File: config.mk
export PLATFORM = sky130hd
export DESIGN_NAME = sync_debounce
export DESIGN_NICKNAME = d
export VERILOG_FILES = /design/src/rtl/debounce_pkg.sv /design/src/rtl/sync.sv /design/src/rtl/sync_debounce.sv
export SDC_FILE = /design/constraint.sdc
export NUM_CORES = 1
export LEC_CHECK = 0
export ABC_CLOCK_PERIOD_IN_PS = 2400
export BUFFER_PORTS_ARGS = -buffer_cell sky130_fd_sc_hd__buf_2
export CAP_MARGIN = 20
export CORE_MARGIN = 2
export CORE_UTILIZATION = 49
export DETAILED_ROUTE_END_ITERATION = 6
export PLACE_DENSITY = 0.85
export SLEW_MARGIN = 25
export SYNTH_ARGS = -nofsm -noshare
export SYNTH_HDL_FRONTEND = slang
export SYNTH_SLANG_ARGS = --single-unit
File: constraint.sdc
create_clock -name clk_i -period 2.4 [get_ports clk_i]
set_input_delay 0.48 -clock clk_i [delete_from_list [all_inputs] [get_ports clk_i]]
set_output_delay 0.48 -clock clk_i [all_outputs]
set_load 0.01 [all_outputs]
File: src/rtl/debounce_pkg.sv
// Shared types for the debounce filter.
package debounce_pkg;

    typedef enum logic {
        STABLE  = 1'b0,
        PENDING = 1'b1
    } db_state_e;

endpackage

File: src/rtl/sync.sv
// Multi-flop synchronizer for a single asynchronous level.
module sync #(
    parameter int   STAGES     = 2,
    parameter logic ResetValue = 1'b0
) (
    input  logic clk_i,
    input  logic rst_ni,
    input  logic d,
    output logic q
);

    logic [STAGES-1:0] ff_q;

    always_ff @(posedge clk_i or negedge rst_ni) begin
        if (!rst_ni) ff_q <= {STAGES{ResetValue}};
        else         ff_q <= {ff_q[STAGES-2:0], d};
    end

    assign q = ff_q[STAGES-1];

endmodule

File: src/rtl/sync_debounce.sv
// Synchronize an asynchronous level, then accept a new level only after it has
// been seen on Teff consecutive samples; rejected transitions are counted.
module sync_debounce
    import debounce_pkg::*;
#(
    parameter int   STAGES         = 2,
    parameter int   CntWidth       = 8,
    parameter int   GlitchCntWidth = 8,
    parameter logic ResetValue     = 1'b0
) (
    input  logic                      clk_i,
    input  logic                      rst_i,
    input  logic                      serial_i,
    input  logic                      en_i,
    input  logic [CntWidth-1:0]       thresh_i,
    input  logic                      clr_glitch_i,
    output logic                      level_o,
    output logic                      rise_o,
    output logic                      fall_o,
    output logic [GlitchCntWidth-1:0] glitch_cnt_o
);

    logic                      rst_n;
    logic                      s;
    logic [CntWidth-1:0]       teff;
    logic [CntWidth:0]         cnt_inc;
    db_state_e                 state_q, state_d;
    logic [CntWidth-1:0]       cnt_q, cnt_d;
    logic                      level_q, level_d;
    logic                      rise_q, fall_q;
    logic                      glitch_ev;
    logic [GlitchCntWidth-1:0] glitch_q, glitch_d;

    assign rst_n = ~rst_i;

    sync #(
        .STAGES    (STAGES),
        .ResetValue(ResetValue)
    ) u_sync (
        .clk_i (clk_i),
        .rst_ni(rst_n),
        .d     (serial_i),
        .q     (s)
    );

    // A zero threshold behaves like one: the filter never stalls.
    assign teff    = (thresh_i == '0) ? CntWidth'(1) : thresh_i;
    // One extra bit so the comparison cannot wrap at all-ones.
    assign cnt_inc = {1'b0, cnt_q} + (CntWidth + 1)'(1);

    always_comb begin
        state_d   = state_q;
        cnt_d     = cnt_q;
        level_d   = level_q;
        glitch_ev = 1'b0;
        if (!en_i) begin
            state_d = STABLE;
            cnt_d   = '0;
            level_d = s;
        end else begin
            case (state_q)
                STABLE: begin
                    if (s != level_q) begin
                        if (teff == CntWidth'(1)) begin
                            level_d = ~level_q;
                        end else begin
                            state_d = PENDING;
                            cnt_d   = CntWidth'(1);
                        end
                    end
                end
                PENDING: begin
                    if (s == level_q) begin
                        state_d   = STABLE;
                        cnt_d     = '0;
                        glitch_ev = 1'b1;
                    end else if (cnt_inc >= {1'b0, teff}) begin
                        state_d = STABLE;
                        cnt_d   = '0;
                        level_d = ~level_q;
                    end else if (cnt_q != '1) begin
                        cnt_d = cnt_q + CntWidth'(1);
                    end
                end
                default: begin
                    state_d = STABLE;
                    cnt_d   = '0;
                end
            endcase
        end
    end

    // Clear wins over a simultaneous glitch.
    always_comb begin
        glitch_d = glitch_q;
        if (clr_glitch_i)                     glitch_d = '0;
        else if (glitch_ev && glitch_q != '1) glitch_d = glitch_q + GlitchCntWidth'(1);
    end

    always_ff @(posedge clk_i or posedge rst_i) begin
        if (rst_i) begin
            state_q  <= STABLE;
            cnt_q    <= '0;
            level_q  <= ResetValue;
            rise_q   <= 1'b0;
            fall_q   <= 1'b0;
            glitch_q <= '0;
        end else begin
            state_q  <= state_d;
            cnt_q    <= cnt_d;
            level_q  <= level_d;
            rise_q   <= level_d & ~level_q;
            fall_q   <= ~level_d & level_q;
            glitch_q <= glitch_d;
        end
    end

    assign level_o      = level_q;
    assign rise_o       = rise_q;
    assign fall_o       = fall_q;
    assign glitch_cnt_o = glitch_q;

endmodule

==> impl_metrics.yaml <==
status:
  status: "finished with violations"
  failed_checks: "setup timing"
synth:
  synth_top_cells_by_area: "dfrtp_1, ha_1, xnor2_1"
  synth_top_area_cell: "dfrtp_1"
  synth-edff-count: 0
  syn_avg_cell_area_um2: 10.4
  async_reset_ff_frac: 1.00
  synth_cell_types: 38
  syn_inst: 123
  ys_seq_area_frac: 0.432
  yosysMostFrequentCell: "dfrtp_1"
  synth-seq-cells: 22
  syn_area_mm2: 0.00127
  synth_top_area_frac: 0.432
  synth_common_cells: "dfrtp_1, ha_1, nor2_1, inv_1, nand2_1"
  yosys_warnings: 0
  synth_ff_type: "dfrtp_1"
  syn-num-nets: 146
cts:
  cts.reportedPaths.clkPinSlew_ps: 130
  clock_path_buffers: 2
  cts_hold_buf: 0
  cts_max_level: 1
  insertion_delay_ps: 320
  numClockSinks: 22
  cts_tree: "done"
  cts_buffers: 3
  cts-root-buf: "clkbuf_4"
setup_path:
  critPathLaunchType: "flop"
  critPathMaxFanout: 4
  critical_path_class: "flop to flop"
  endpoint_kind: "flop"
  arrival_ps: 2960
  cp.required_ps: 2620
layout:
  fillers: 189
  area_delta_synth_final_pct: 33.9
  final_nets: 196
  fin_util: 0.688
  num_antenna_cells: 0
  layout-drive-gt1-share: 0.401
  fin_area_mm2: 0.00171
detailed_routing:
  wl_um: 3190
  via_count: 1142
  ant_nets: 0
  drtIter0Drc: 30
  routedWlPerCell_um: 15.8
  first_pass_iters: 4
  via_per_inst: 5.65
  drc: 0
global_routing:
  grt_max_degree: 23
  grt_pass1_wl_um: 5110
  grt_overflow_total: 0
  gr-max-usage-layer: "met2"
  use_met2: 0.397
  first_global_vias: 1061
  antenna_found_initial: 0
  met1_usage: 0.317
  grt_use_total: 0.241
  met3_usage: 0.0430
pwr:
  ir_worst_vdd_mv: 0.483
  powerDensity_mw_per_mm2: 487
  p_leak_nw: 0.865
floorplanning:
  core_mm2: 0.00248
  initial_core_util: 0.514
  die_y_um: 55.0
  dieArea_mm2: 0.00302
  io_pins: 24
  placementRows: 18
  die_w_um: 55.0
place:
  port_buffers: 23
  dp_hpwl_um: 2240
  gp_congestion: 0.869
  place_area_mm2: 0.00157
timing:
  rsz0062_at_grt: "yes"
  setup-violations-final: 12
  layout_setup_ws_ps: -337
  final.period_utilization: 1.14
  fin_tns_setup_ps: -2110
  worst_pin_slew_ps: 806
  relSlewSlack: 0.462
  fin_hold_ws_ps: 260
  min_period_ps: 2740
  fmax_mhz: 365
  hold_violations: 0
  fin_skew_ps: 6.09
  drv_slew: 0
worst_hold_path:
  hp-class: "input pin to flop"
job:
  cap_violations: 0
-- worst paths after layout --
path | startpoint | end | slack [ps] | depth (start not counted)
min in group asynchronous | rst_i | level_o$_DFF_PP0_ | 290 | 2
worst min register to register | u_sync.ff_q[0]$_DFF_PP0_ | u_sync.ff_q[1]$_DFF_PP0_ | 360 | 0
worst max register to register | cnt_q[1]$_DFFE_PP0P_ | level_o$_DFF_PP0_ | -340 | 10
worst min-delay path | serial_i | u_sync.ff_q[0]$_DFF_PP0_ | 260 | 1
worst max-delay path | cnt_q[1]$_DFFE_PP0P_ | level_o$_DFF_PP0_ | -340 | 10
max in group asynchronous | rst_i | cnt_q[0]$_DFFE_PP0P_ | 1560 | 2
-- per-layer routing --
| layer | vias up | wire length (um) |
|---|---|---|
| li1 | 545 | - |
| met1 | 550 | 1410 |
| met4 | 0 | 66 |
| met3 | 11 | 128 |
| met2 | 36 | 1590 |
| met5 | - | 0 |
-- state kept, by name, summed over array words and instances (netlist names) --
name / cells
state_q: 1
fall_o: 1
glitch_cnt_o: 8
level_o: 1
rise_o: 1
cnt_q: 8
u_sync.ff_q: 2
-- critical path, cell delays in order, from the launching register on --
cell      delay [ps]
dfrtp_1          440
ha_4             200
buf_4            130
xor2_1           250
ha_1             300
a21o_1           180
a31oi_1          290
nor2_1           130
o221ai_2         240
and2_4           200
mux2_4           290
-- kinds of logic (layout without fill, tap and decap cells) --
family / Yosys count / after routing / synth area share
AOI/OAI and AO/OA: 20 / 20 / 0.134
muxes: 2 / 2 / 0.0196
buffers and inverters: 11 / 60 / 0.0334
DFF: 22 / 22 / 0.432
xor gates and xnor gates: 12 / 12 / 0.0825
and+or+nand+nor: 46 / 46 / 0.200
adders and majority gates: 10 / 10 / 0.0982
-- where the power goes --
part	switching (mW)	internal [mW]	total [mW]
Clock	0.119	0.0929	0.212
Sequential	0.0186	0.387	0.406
Combinational	0.108	0.105	0.213
Total	0.245	0.585	0.831
-- timing repair --
action / 4_1_cts / 5_1_grt
pin swaps: 8 / 9
resized for setup: 7 / 5
endpoints found under the hold margin: 0 / 0
buffers inserted: 3 / 3
endpoints found under the setup margin: 11 / 12
-- metrics by stage --
stage	cells	setup WS, ps	power, mW
detailed placement	192	-292	0.588
CTS	199	-206	0.809
global placement	192	-260	0.576
finish	202	-337	0.831
global route	202	-420	0.863
floorplan	123	-140	0.515
-- cell type report --
cell class,count,area [um^2],share of cell area
multi-input cells,90,751,0.440
clock buffers,4,36.3,0.0213
repair buffers,47,295,0.173
flip-flops and latches,22,552,0.324
inverters,9,33.8,0.0198
well taps,30,37.5,0.0220
-- layout by cell type, fill, tap and decap left out, types with 2 or more instances in the layout --
cell type,n
o21ai_0,2
a22o_1,3
a21oi_1,2
a32o_1,4
nand3_1,5
ha_1,6
clkbuf_4,3
nand2_1,9
nor3b_1,2
buf_4,24
buf_2,23
xor2_1,6
nand4_1,4
xnor2_1,5
or3_1,2
ha_2,3
nor2_1,10
dfrtp_1,21
nand2b_1,3
inv_1,9
Power figures use the tool's default switching activity.
